`src/rtl/ggt_pkg.sv`:
```
// Shared constants for the binary GCD engine: default widths, FSM state
// encoding, and the accept-to-valid latency bound the requester may rely on.
// Used by ggt_stein_if, ggt_stein_step, ggt_stein and the bench.
package ggt_pkg;

  localparam int W_DEF  = 16;
  localparam int CW_DEF = 5;

  // FSM encoding; DONE accepts a new request exactly like IDLE.
  localparam logic [2:0] ST_IDLE   = 3'd0;
  localparam logic [2:0] ST_CHECK  = 3'd1;
  localparam logic [2:0] ST_SHIFT  = 3'd2;
  localparam logic [2:0] ST_REDUCE = 3'd3;
  localparam logic [2:0] ST_DONE   = 3'd4;

  // Worst-case accept-to-valid clocks and the requester's give-up bound.
  function automatic int lat_bound(input int w);
    return 3 * w + 3;
  endfunction

  localparam int LAT_MAX      = 3 * W_DEF + 3;
  localparam int TIMEOUT_CLKS = 4 * W_DEF;

endpackage

```
`src/rtl/ggt_stein_if.sv`:
```
// Request/result bundle between a GCD requester (master) and engine (slave).
// Signals: start_i, Zahl1_i, Zahl2_i (to engine); ergebnis, valid, busy
// (from engine); zyklen (from engine) only when GGT_CYCLE_COUNT_EN is defined.
interface ggt_stein_if #(
  parameter int W = 16
) ();

  logic         start_i;
  logic [W-1:0] Zahl1_i;
  logic [W-1:0] Zahl2_i;
  logic [W-1:0] ergebnis;
  logic         valid;
  logic         busy;
`ifdef GGT_CYCLE_COUNT_EN
  logic [15:0]  zyklen;

  modport master (output start_i, Zahl1_i, Zahl2_i,
                  input  ergebnis, valid, busy, zyklen);
  modport slave  (input  start_i, Zahl1_i, Zahl2_i,
                  output ergebnis, valid, busy, zyklen);
`else
  modport master (output start_i, Zahl1_i, Zahl2_i,
                  input  ergebnis, valid, busy);
  modport slave  (input  start_i, Zahl1_i, Zahl2_i,
                  output ergebnis, valid, busy);
`endif

endinterface

```
`src/rtl/ggt_stein_step.sv`:
```
// One combinational Stein reduction step on two nonzero operands.
// Ports: a, b in; a_nxt, b_nxt out (next operand values); eq out (a == b).
// Priority: equal, a even, b even, then halve the difference of larger minus smaller.
module ggt_stein_step #(
  parameter int W = 16
) (
  input  logic [W-1:0] a,
  input  logic [W-1:0] b,
  output logic [W-1:0] a_nxt,
  output logic [W-1:0] b_nxt,
  output logic         eq
);

  always_comb begin
    a_nxt = a;
    b_nxt = b;
    eq    = (a == b);
    if (!eq) begin
      if (!a[0]) begin
        a_nxt = a >> 1;
      end else if (!b[0]) begin
        b_nxt = b >> 1;
      end else if (a > b) begin
        // Both odd: the difference is even, so halving loses nothing.
        a_nxt = (a - b) >> 1;
      end else begin
        b_nxt = (b - a) >> 1;
      end
    end
  end

endmodule

```
`src/rtl/ggt_stein.sv`:
```
// Binary (Stein) GCD engine: one operand pair per accepted start, result held with valid.
// Ports: clk, rst (async active-low), bus (ggt_stein_if.slave: start_i, Zahl1_i, Zahl2_i,
// ergebnis, valid, busy). Optional GGT_CYCLE_COUNT_EN adds bus.zyklen busy-cycle counter.
module ggt_stein
  import ggt_pkg::*;
#(
  parameter int W  = W_DEF,
  parameter int CW = CW_DEF
) (
  input  logic        clk,
  input  logic        rst,
  ggt_stein_if.slave  bus
);

  logic [2:0]    state;
  logic [W-1:0]  a;
  logic [W-1:0]  b;
  logic [CW-1:0] k;
  logic [W-1:0]  ergebnis;
  logic          valid;
  logic          busy;

  logic [W-1:0]  a_nxt;
  logic [W-1:0]  b_nxt;
  logic          eq;
  logic          accept;

  assign accept = bus.start_i && ((state == ST_IDLE) || (state == ST_DONE));

  ggt_stein_step #(.W(W)) u_step (
    .a     (a),
    .b     (b),
    .a_nxt (a_nxt),
    .b_nxt (b_nxt),
    .eq    (eq)
  );

  always_ff @(posedge clk or negedge rst) begin
    if (!rst) begin
      state    <= ST_IDLE;
      a        <= '0;
      b        <= '0;
      k        <= '0;
      ergebnis <= '0;
      valid    <= 1'b0;
      busy     <= 1'b0;
    end else if (accept) begin
      a     <= bus.Zahl1_i;
      b     <= bus.Zahl2_i;
      k     <= '0;
      valid <= 1'b0;
      busy  <= 1'b1;
      state <= ST_CHECK;
    end else begin
      case (state)
        ST_CHECK: begin
          // gcd(0,x) = x covers gcd(0,0) = 0 as well.
          if (a == '0) begin
            ergebnis <= b;
            valid    <= 1'b1;
            busy     <= 1'b0;
            state    <= ST_DONE;
          end else if (b == '0) begin
            ergebnis <= a;
            valid    <= 1'b1;
            busy     <= 1'b0;
            state    <= ST_DONE;
          end else begin
            state <= ST_SHIFT;
          end
        end
        ST_SHIFT: begin
          // Strip common factors of two; k remembers how many to restore.
          if (!a[0] && !b[0]) begin
            a <= a >> 1;
            b <= b >> 1;
            k <= k + 1'b1;
          end else begin
            state <= ST_REDUCE;
          end
        end
        ST_REDUCE: begin
          if (eq) begin
            // a divides the k-stripped operands, so a<<k cannot overflow W bits.
            ergebnis <= a << k;
            valid    <= 1'b1;
            busy     <= 1'b0;
            state    <= ST_DONE;
          end else begin
            a <= a_nxt;
            b <= b_nxt;
          end
        end
        ST_IDLE, ST_DONE: begin
        end
        default: begin
          state <= ST_IDLE;
          busy  <= 1'b0;
        end
      endcase
    end
  end

  assign bus.ergebnis = ergebnis;
  assign bus.valid    = valid;
  assign bus.busy     = busy;

`ifdef GGT_CYCLE_COUNT_EN
  logic [15:0] zyklen;

  always_ff @(posedge clk or negedge rst) begin
    if (!rst) begin
      zyklen <= '0;
    end else if (accept) begin
      zyklen <= '0;
    end else if (busy && (zyklen != 16'hFFFF)) begin
      zyklen <= zyklen + 16'd1;
    end
  end

  assign bus.zyklen = zyklen;
`endif

endmodule

```
`src/flat_wrapper.sv`:
```
// flat-port wrapper written by rule: the top's interface ports become plain ports
module ggt_stein_flat import ggt_pkg::*;
#(
  parameter int W  = W_DEF,
  parameter int CW = CW_DEF
)
  (clk, rst, bus_start_i, bus_Zahl1_i, bus_Zahl2_i, bus_ergebnis, bus_valid, bus_busy);
  ggt_stein_if #(.W(W)) bus_i ();
  input  logic clk;
  input  logic rst;
  input wire logic [$bits(bus_i.start_i)-1:0] bus_start_i;
  input wire logic [$bits(bus_i.Zahl1_i)-1:0] bus_Zahl1_i;
  input wire logic [$bits(bus_i.Zahl2_i)-1:0] bus_Zahl2_i;
  output wire logic [$bits(bus_i.ergebnis)-1:0] bus_ergebnis;
  output wire logic [$bits(bus_i.valid)-1:0] bus_valid;
  output wire logic [$bits(bus_i.busy)-1:0] bus_busy;
  assign bus_i.start_i = bus_start_i;
  assign bus_i.Zahl1_i = bus_Zahl1_i;
  assign bus_i.Zahl2_i = bus_Zahl2_i;
  assign bus_ergebnis = bus_i.ergebnis;
  assign bus_valid = bus_i.valid;
  assign bus_busy = bus_i.busy;
  ggt_stein #(.W(W), .CW(CW)) u_core (.clk(clk), .rst(rst), .bus(bus_i));
endmodule
```
`config.mk`:
```
export PLATFORM = sky130hd
export DESIGN_NAME = ggt_stein_flat
export DESIGN_NICKNAME = d
export VERILOG_FILES = /design/src/rtl/ggt_pkg.sv /design/src/rtl/ggt_stein_if.sv /design/src/rtl/ggt_stein_step.sv /design/src/rtl/ggt_stein.sv /design/src/flat_wrapper.sv
export SDC_FILE = /design/constraint.sdc
export NUM_CORES = 1
export LEC_CHECK = 0
export CAP_MARGIN = 30
export CORE_MARGIN = 3
export CORE_UTILIZATION = 50
export CTS_BUF_LIST = sky130_fd_sc_hd__clkbuf_8 sky130_fd_sc_hd__clkbuf_16
export DETAILED_ROUTE_END_ITERATION = 16
export PLACE_DENSITY = 0.71
export REMOVE_ABC_BUFFERS = 1
export SYNTH_ARGS = -nofsm -noshare
export SYNTH_HDL_FRONTEND = slang
export SYNTH_SLANG_ARGS = --single-unit
```
`constraint.sdc`:
```
create_clock -name clk -period 6.8 [get_ports clk]
set_input_delay 1.36 -clock clk [delete_from_list [all_inputs] [get_ports clk]]
set_output_delay 1.36 -clock clk [all_outputs]
set_load 0.02 [all_outputs]
```
==> impl_metrics.toml, run 1 <==
[status]
status = "completed"

[global_route]
grt_max_degree = 59
grt_first_pass_wirelength_mm = 25.7
grt_use_met1 = 0.354
met3_usage = 0.0438
gr-usage-met2 = 0.453
overflow = 0
grt.total_usage = 0.274
grt_pass1_vias = 5120
busiest_layer = "met2"
antenna_found_initial = 0

[floorplan]
die_area_um2 = 11900
core_um2 = 10000
start_util = 0.529
die_y_um = 109
io_pins = 53
rows = 36
die_w_um = 109

[clock_tree]
clk_pin_slew_ps = 70
cts_buffer_depth = 2
numCtsBuffers = 9
cts_resized = 0
cts_tree = "yes"
clk_latency_ps = 350
clkSinkCount = 58
ctsRootBufferMaster = "clkbuf_8"
postCtsHoldBufs = 0
cts_htree_levels = 3
cts_setup_buffers = 0

[detailed_routing]
wl_per_cell_um = 19.3
drtIter0Drc = 382
vias = 5211
first_pass_iters = 7
detail-route-antenna-nets = 0
drc = 0
viasPerCell = 6.38
wirelength_mm = 15.8

[timing]
worstMarginPinSlew_ps = 948
skew_ps = 11.9
final_hold_viol_count = 0
fmax_mhz = 303
period_needed_ps = 3300
rsz0062_at_grt = "false"
drv_slew = 0
setup_viol = 0
tns_ps = 0
min_period_over_period = 0.486
relSlewSlack = 0.368

[worst_setup_path]
cp_cell_sequence = "inv_1 -> ha_1 -> fa_1 -> and2b_1 -> o31ai_2 -> a21oi_2 -> a21oi_2 -> nor2_2 -> a31oi_1 -> o22ai_1"
critPathBufInv = 1
crit_fanout = 15
cp_common_cell = "a21oi_2"
cp.required_ps = 7070
worstSetupPathType = "flop to flop"
slowest_stage = "nor2_2"
critPathMaxStageDelay_ps = 630
end_kind = "flop"
critPathTopFamily = "compound AO/OA/AOI/OAI gates"
start_kind = "flop"
critPathArrivalTime_ps = 3570

[synthesis]
ys_seq_elements = 58
netlist.area_leader.share = 0.273
synth_area_leader_cell = "dfrtp_1"
synthTopCellsByArea = "dfrtp_1 27%, ha_1 7.8%, a21oi_1 5.6%"
synth_area_um2 = 5310
dominantRegCellSynth = "dfrtp_1"
seq_area_frac_synth = 0.273
netlist_instances = 658
synth_edf_count = 0
yosys_warnings = 0
async_flop_share = 1.00
syn_avg_cell_area_um2 = 8.07
synth_cell_types = 70

[final_layout]
area_delta_synth_final_pct = 13.4
seq_area_um2 = 1450
num-fill-cells = 899
n_antenna_cell = 0
design_area_um2 = 6020
nNetsFinal = 749
drive_gt1_frac = 0.0731
multi_input_area_um2 = 3490

[min_path]
worstHoldPathType = "flop to flop"

[place]
place_congestion = 0.956
placed_area_um2 = 5840
port_buffers = 52
detailed_place_hpwl_mm = 11.4

[run]
drv_cap = 0
## placed cells by master (no fill, tap or decap), drive strengths merged, types with 5 or more instances in the layout
| cell type | Yosys | layout |
|---|---|---|
| o22a | 6 | 6 |
| nand3 | 5 | 5 |
| o22ai | 26 | 26 |
| a21oi | 61 | 61 |
| nand2 | 76 | 76 |
| dfrtp | 58 | 58 |
| clkbuf | 27 | 10 |
| a221oi | 8 | 8 |
| xor2 | 9 | 9 |
| a21o | 10 | 10 |
| nor4 | 10 | 10 |
| and3 | 5 | 5 |
| nor2 | 48 | 48 |
| nand4 | 10 | 10 |
| a31oi | 20 | 20 |
| nor2b | 7 | 7 |
| a211oi | 5 | 5 |
| o21ai | 47 | 47 |
| o31ai | 15 | 15 |
| nor3 | 14 | 14 |
| buf | 21 | 7 |
| mux4 | 10 | 10 |
| inv | 41 | 42 |
| xnor2 | 17 | 17 |
| ha | 33 | 33 |
| mux2i | 17 | 17 |
| nand2b | 5 | 5 |
| clkdlybuf4s50 | 0 | 51 |
## worst paths after layout
kind | depth (start not counted) | from | to | slack, ps
max in group asynchronous | 2 | rst | u_core.a[13] | 5140
min in group asynchronous | 2 | rst | u_core.bus.ergebnis[1] | 1160
min reg2reg | 2 | u_core.bus.ergebnis[12] | u_core.bus.ergebnis[12] | 480
min | 2 | u_core.bus.ergebnis[12] | u_core.bus.ergebnis[12] | 480
max | 10 | u_core.a[0] | u_core.a[3] | 3500
max reg2reg | 10 | u_core.a[0] | u_core.a[3] | 3500
## cell type report
| class | count | area share |
|---|---|---|
| inverter | 41 | 0.0256 |
| tap | 133 | 0.0276 |
| sequential | 58 | 0.241 |
| clock inverter | 6 | 0.00561 |
| clock buffer | 10 | 0.0229 |
| multi-input combinational | 511 | 0.579 |
| timing repair buffer | 58 | 0.0983 |
## worst register-to-register path, cell delays in order (launching register included)
cell and delay (ps):
dfrtp_1 520, inv_1 170, ha_1 250, fa_1 460, and2b_1 260, o31ai_2 100
a21oi_2 280, a21oi_2 150, nor2_2 630, a31oi_1 230, o22ai_1 160
## sequential cells by signal (all words and copies together) (netlist names)
signal,cells
u_core.a,16
u_core.b,16
u_core.bus.busy,1
u_core.bus.ergebnis,16
u_core.bus.valid,1
u_core.k,5
u_core.state,3
## per-stage QoR
stage          hold slack [ps]  cells  utilization  setup WS, ps
3_3_place_gp               466    798        0.577          3450
3_5_place_dp               471    800        0.581          3310
2_1_floorplan              453    610            -          3520
5_1_grt                    507    817        0.600          3260
4_1_cts                    491    816        0.598          3300
6_report                   484    817        0.600          3500
## cell usage after synthesis (3+ instances only)
cell type,n
nand2_1,75
a21oi_1,59
dfrtp_1,58
nor2_1,47
inv_1,41
ha_1,33
o21ai_0,29
clkbuf_1,27
o22ai_1,26
a31oi_1,20
o21ai_1,18
mux2i_1,17
xnor2_1,17
nor3_1,13
o31ai_1,13
buf_2,12
a21o_1,10
mux4_2,10
nor4_1,9
xor2_1,9
a221oi_1,8
nand4_1,8
nor2b_1,7
o22a_1,6
a211oi_1,5
and3_1,5
nand2b_1,5
nand3_1,5
buf_4,4
a22oi_1,3
and2_1,3
buf_1,3
o21a_1,3
or3_1,3
## cells by family after synthesis
kind of cell,count (synthesis),share of synthesized area
XOR/XNOR,26,0.0429
flip-flops,58,0.273
AND/OR/NAND/NOR,197,0.180
adder cells (fa/ha/maj),35,0.0853
multiplexers,28,0.0766
buffers and inverters,89,0.0714
AO/OA/AOI/OAI,225,0.271
## per-layer routing
metal / vias up / share of wire
li1: 2444 / -
met4: 0 / 0.032
met5: - / 0
met1: 2472 / 0.42
met3: 49 / 0.071
met2: 246 / 0.47
Power of run 1 is not shown: default switching activity piles up to over one toggle a cycle in this logic, so the estimate is an artifact.
==> run 2: changes to the inputs <==
--- a/config.mk
+++ b/config.mk
@@ -10,7 +10,7 @@
 export CORE_UTILIZATION = 50
 export CTS_BUF_LIST = sky130_fd_sc_hd__clkbuf_8 sky130_fd_sc_hd__clkbuf_16
 export DETAILED_ROUTE_END_ITERATION = 16
-export PLACE_DENSITY = 0.71
+export PLACE_DENSITY = 0.74
 export REMOVE_ABC_BUFFERS = 1
 export SYNTH_ARGS = -nofsm -noshare
 export SYNTH_HDL_FRONTEND = slang
==> constraint.sdc (replaced) <==
create_clock -name clk -period 2.75 [get_ports clk]
set_input_delay 0.55 -clock clk [delete_from_list [all_inputs] [get_ports clk]]
set_output_delay 0.55 -clock clk [all_outputs]
set_load 0.02 [all_outputs]
==> run 2 against run 1 <==
Cell count up 9.9%. Register-to-register slack worse by 3400 ps. Sequential share of layout area decreased by 2.6 points. First-iteration DRC count up 55%. Non-clock buffer count up 79. Die area did not move.
==> impl_metrics.toml, run 2 (synthesis gave the netlist of run 1 again) <==
[status]
status = "completed"

[final_layout]
design_area_um2 = 6760
final_common_cell = "buf_4"
n_antenna_cell = 0
nNetsFinal = 830
drive_gt1_frac = 0.191
fin_cells = 898
multi_input_area_um2 = 3610
mostFrequentLayoutCells = "84 x buf_4, 72 x nand2_1, 58 x a21oi_1, 58 x dfrtp_1, 51 x clkdlybuf4s50_1"
seq_area_um2 = 1450
area_delta_synth_final_pct = 27.4
num-fill-cells = 864
reg_top3 = "u_core.a (16), u_core.b (16), u_core.bus.ergebnis (16)"

[timing]
timing.hold.ws_ps = 170
setup_viol = 0
period_needed_ps = 2690
drv_slew = 0
tns_ps = 0
min_period_over_period = 0.977
worstMarginPinSlew_ps = 816
final_hold_viol_count = 0
relSlewSlack = 0.456
rsz0062_at_grt = "true"
skew_ps = 9.44
fmax_mhz = 372

[worst_setup_path]
end_kind = "flop"
cp_cell_sequence = "ha_2 -> fa_1 -> and2b_2 -> o31ai_4 -> a21oi_2 -> a21o_1 -> nand2_2 -> buf_4 -> a31oi_2 -> o22a_1"
critPathMaxStageDelay_ps = 440
cp.required_ps = 3050
start_kind = "flop"
rrSetupSlack_ps = 60
critPathTopFamily = "compound AO/OA/AOI/OAI gates"
critPathBufInv = 1
slowest_stage = "fa_1"
critPathArrivalTime_ps = 2990
crit_fanout = 5
worstSetupPathType = "flop to flop"

[global_route]
grt.total_usage = 0.305
grt_max_degree = 34
antenna_found_initial = 0
overflow = 0
grt_first_pass_wirelength_mm = 27.9
grt_pass1_vias = 5332

[floorplan]
core_um2 = 10000
die_w_um = 109
rows = 36
io_pins = 53
die_y_um = 109
start_util = 0.529
die_area_um2 = 11900

[detailed_routing]
wl_per_cell_um = 20.3
vias = 5703
drc = 0
detail-route-antenna-nets = 0
viasPerCell = 6.35
wirelength_mm = 18.2
drtIter0Drc = 593
first_pass_iters = 5

[clock_tree]
ctsRootBufferMaster = "clkbuf_8"
clk_pin_slew_ps = 80
clkSinkCount = 58
cts_tree = "yes"
cts_htree_levels = 3
numCtsBuffers = 9
clk_latency_ps = 360
cts_buffer_depth = 2

[run]
drv_cap = 0

[place]
placed_area_um2 = 6380
detailed_place_hpwl_mm = 13.6
port_buffers = 52
place_congestion = 0.970
dp.cells = 876

[min_path]
worstHoldPathType = "primary input to async pin"
-- run 2: metrics by stage --
step                       util  worst slack, ps
final                     0.673             62.7
after global placement    0.636            -47.4
after floorplan               -             -533
after detailed placement  0.636             -138
after global routing      0.673            -23.4
after CTS                 0.660             3.13
-- run 2: per-layer routing --
layer | vias up | wire length (µm) | global-route usage
li1 | 2621 | - | -
met1 | 2709 | 7480 | 0.407
met2 | 309 | 8650 | 0.506
met3 | 64 | 1480 | 0.0438
met4 | 0 | 641 | 0.104
met5 | - | 0 | 0
-- run 2: timing repair --
action / CTS / global route
gates cloned: 0 / 2
gates resized for setup: 2 / 18
pin swaps: 0 / 5
hold buffers: 0 / 0
setup endpoints to repair: 15 / 29
buffers inserted: 0 / 4
-- run 2: cell type report --
type                            count  area share
Sequential cell                    58       0.215
Inverter                           41      0.0228
Clock inverter                      6      0.0133
Clock buffer                       10      0.0204
Multi-Input combinational cell    513       0.533
Tap cell                          133      0.0246
Timing Repair Buffer              137       0.171
-- run 2: path summary, 6_finish.rpt --
kind,cells past startpoint,startpoint,to
max reg2reg,10,u_core.b[0],u_core.b[0]
min reg2reg,2,u_core.bus.ergebnis[15],u_core.bus.ergebnis[15]
min in group clk,2,u_core.bus.ergebnis[15],u_core.bus.ergebnis[15]
max in group asynchronous,2,rst,u_core.b[10]
min,1,rst,u_core.bus.ergebnis[6]
max,10,u_core.b[0],u_core.b[0]
Power of run 2 is left out for the same reason.
==> run 3: changes to the inputs <==
--- a/config.mk
+++ b/config.mk
@@ -12,6 +12,7 @@
 export DETAILED_ROUTE_END_ITERATION = 16
 export PLACE_DENSITY = 0.74
 export REMOVE_ABC_BUFFERS = 1
+export SKIP_LAST_GASP = 1
 export SYNTH_ARGS = -nofsm -noshare
 export SYNTH_HDL_FRONTEND = slang
 export SYNTH_SLANG_ARGS = --single-unit
==> run 3 against run 2 <==
Wire length is 0.30% higher. Highest routed layer unchanged. Via count down 0.26%. Flip-flop and latch count unchanged. Die area stayed put. Clock-buffer cell count stayed put. Core utilization decreased by 0.14 points. Non-clock buffer count did not move. Worst setup slack worse by 33 ps. Register-to-register slack worse by 30 ps. Critical path type unchanged.
==> impl_metrics.toml, run 3 (synthesis gave the netlist of run 1 again) <==
[status]
status = "completed"

[floorplan]
die_area_um2 = 11900
die_y_um = 109
core_um2 = 10000
start_util = 0.529
die_w_um = 109
io_pins = 53
rows = 36

[final_layout]
reg_top3 = "u_core.a (16), u_core.b (16), u_core.bus.ergebnis (16)"
final_common_cell = "buf_4"
area_delta_synth_final_pct = 27.1
mostFrequentLayoutCells = "84 x buf_4, 73 x nand2_1, 58 x a21oi_1, 58 x dfrtp_1, 51 x clkdlybuf4s50_1"
drive_gt1_frac = 0.188
nNetsFinal = 830
num-fill-cells = 870
n_antenna_cell = 0

[timing]
tns_ps = 0
relSlewSlack = 0.456
skew_ps = 10.4
drv_slew = 0
worstMarginPinSlew_ps = 815
setup_viol = 0
period_needed_ps = 2720
final_hold_viol_count = 0
fmax_mhz = 368
min_period_over_period = 0.989
rsz0062_at_grt = "true"

[clock_tree]
clk_latency_ps = 360
cts_htree_levels = 3
ctsRootBufferMaster = "clkbuf_8"
cts_buffer_depth = 2
numCtsBuffers = 9
clkSinkCount = 58
cts_tree = "yes"
clk_pin_slew_ps = 80

[global_route]
grt_first_pass_wirelength_mm = 27.9
grt_pass1_vias = 5332
antenna_found_initial = 0
grt.total_usage = 0.305
grt_max_degree = 34
overflow = 0

[place]
port_buffers = 52
detailed_place_hpwl_mm = 13.6
place_congestion = 0.970

[detailed_routing]
vias = 5688
first_pass_iters = 5
drtIter0Drc = 528
wirelength_mm = 18.3
wl_per_cell_um = 20.4
detail-route-antenna-nets = 0
viasPerCell = 6.33
drc = 0

[worst_setup_path]
critPathMaxStageDelay_ps = 440
slowest_stage = "fa_1"
crit_fanout = 5
cp_cell_sequence = "ha_1 -> fa_1 -> and2b_2 -> o31ai_4 -> a21oi_2 -> a21o_1 -> nand2_2 -> buf_4 -> a31oi_2 -> o22a_1"
crit_start = "u_core.b[0]"
critPathArrivalTime_ps = 3010
worstSetupPathType = "flop to flop"
cp.required_ps = 3040
r2r-start = "u_core.b[0]"
end_kind = "flop"
start_kind = "flop"

[min_path]
worstHoldPathType = "primary input to async pin"

[run]
drv_cap = 0
## run 3: cell counts in the layout (fill, tap and decap cells not counted)
No cell type changed its count.
## run 3: through the flow
step,cell area (µm²),util,instances,worst slack [ps],hold WS [ps]
after floorplan,5080,-,610,-533,254
after global placement,6380,0.636,876,-47.4,462
after detailed placement,6380,0.636,876,-138,474
after CTS,6630,0.660,892,3.13,184
after global routing,6750,0.672,898,-105,213
final,6750,0.672,898,29.9,179
## run 3: cell type report
cell class | instances | area, µm² | area share
inverter | 41 | 154 | 0.0228
sequential | 58 | 1450 | 0.215
timing repair buffer | 137 | 1160 | 0.171
clock buffer | 10 | 138 | 0.0204
tap | 133 | 166 | 0.0247
multi-input combinational | 513 | 3590 | 0.532
clock inverter | 6 | 90.1 | 0.0133
## run 3: path summary, 6_finish.rpt
check,endpoint,slack [ps],cells after the start
setup / recovery,u_core.b[0],30,10
hold / removal,u_core.bus.ergebnis[6],180,1
setup reg to reg,u_core.b[0],30,10
hold reg to reg,u_core.bus.ergebnis[15],480,2
max in group asynchronous,u_core.b[10],1860,2
min in group clk,u_core.bus.ergebnis[15],480,2
## run 3: routing by layer
metal  global-route usage  routed length (µm)
met1                0.407                7400
met2                0.506                8630
met3               0.0438                1630
met4                0.104                 645
met5                    0                   0
## run 3: worst max-delay path: cells and delay by family (launching register included)
kind	cells	cell delay, ps
AO/OA/AOI/OAI	5	960
adder cells (fa/ha/maj)	2	690
AND/OR/NAND/NOR	2	400
flip-flops	1	410
buffers and inverters	1	190
## run 3: timing repair
item,4_1_cts,5_1_grt
setup buffers,0,4
gates cloned,0,2
pin swaps,0,4
gates resized for setup,2,15
setup endpoints to repair,15,29
hold buffers,0,0
Power of run 3 is left out for the same reason.
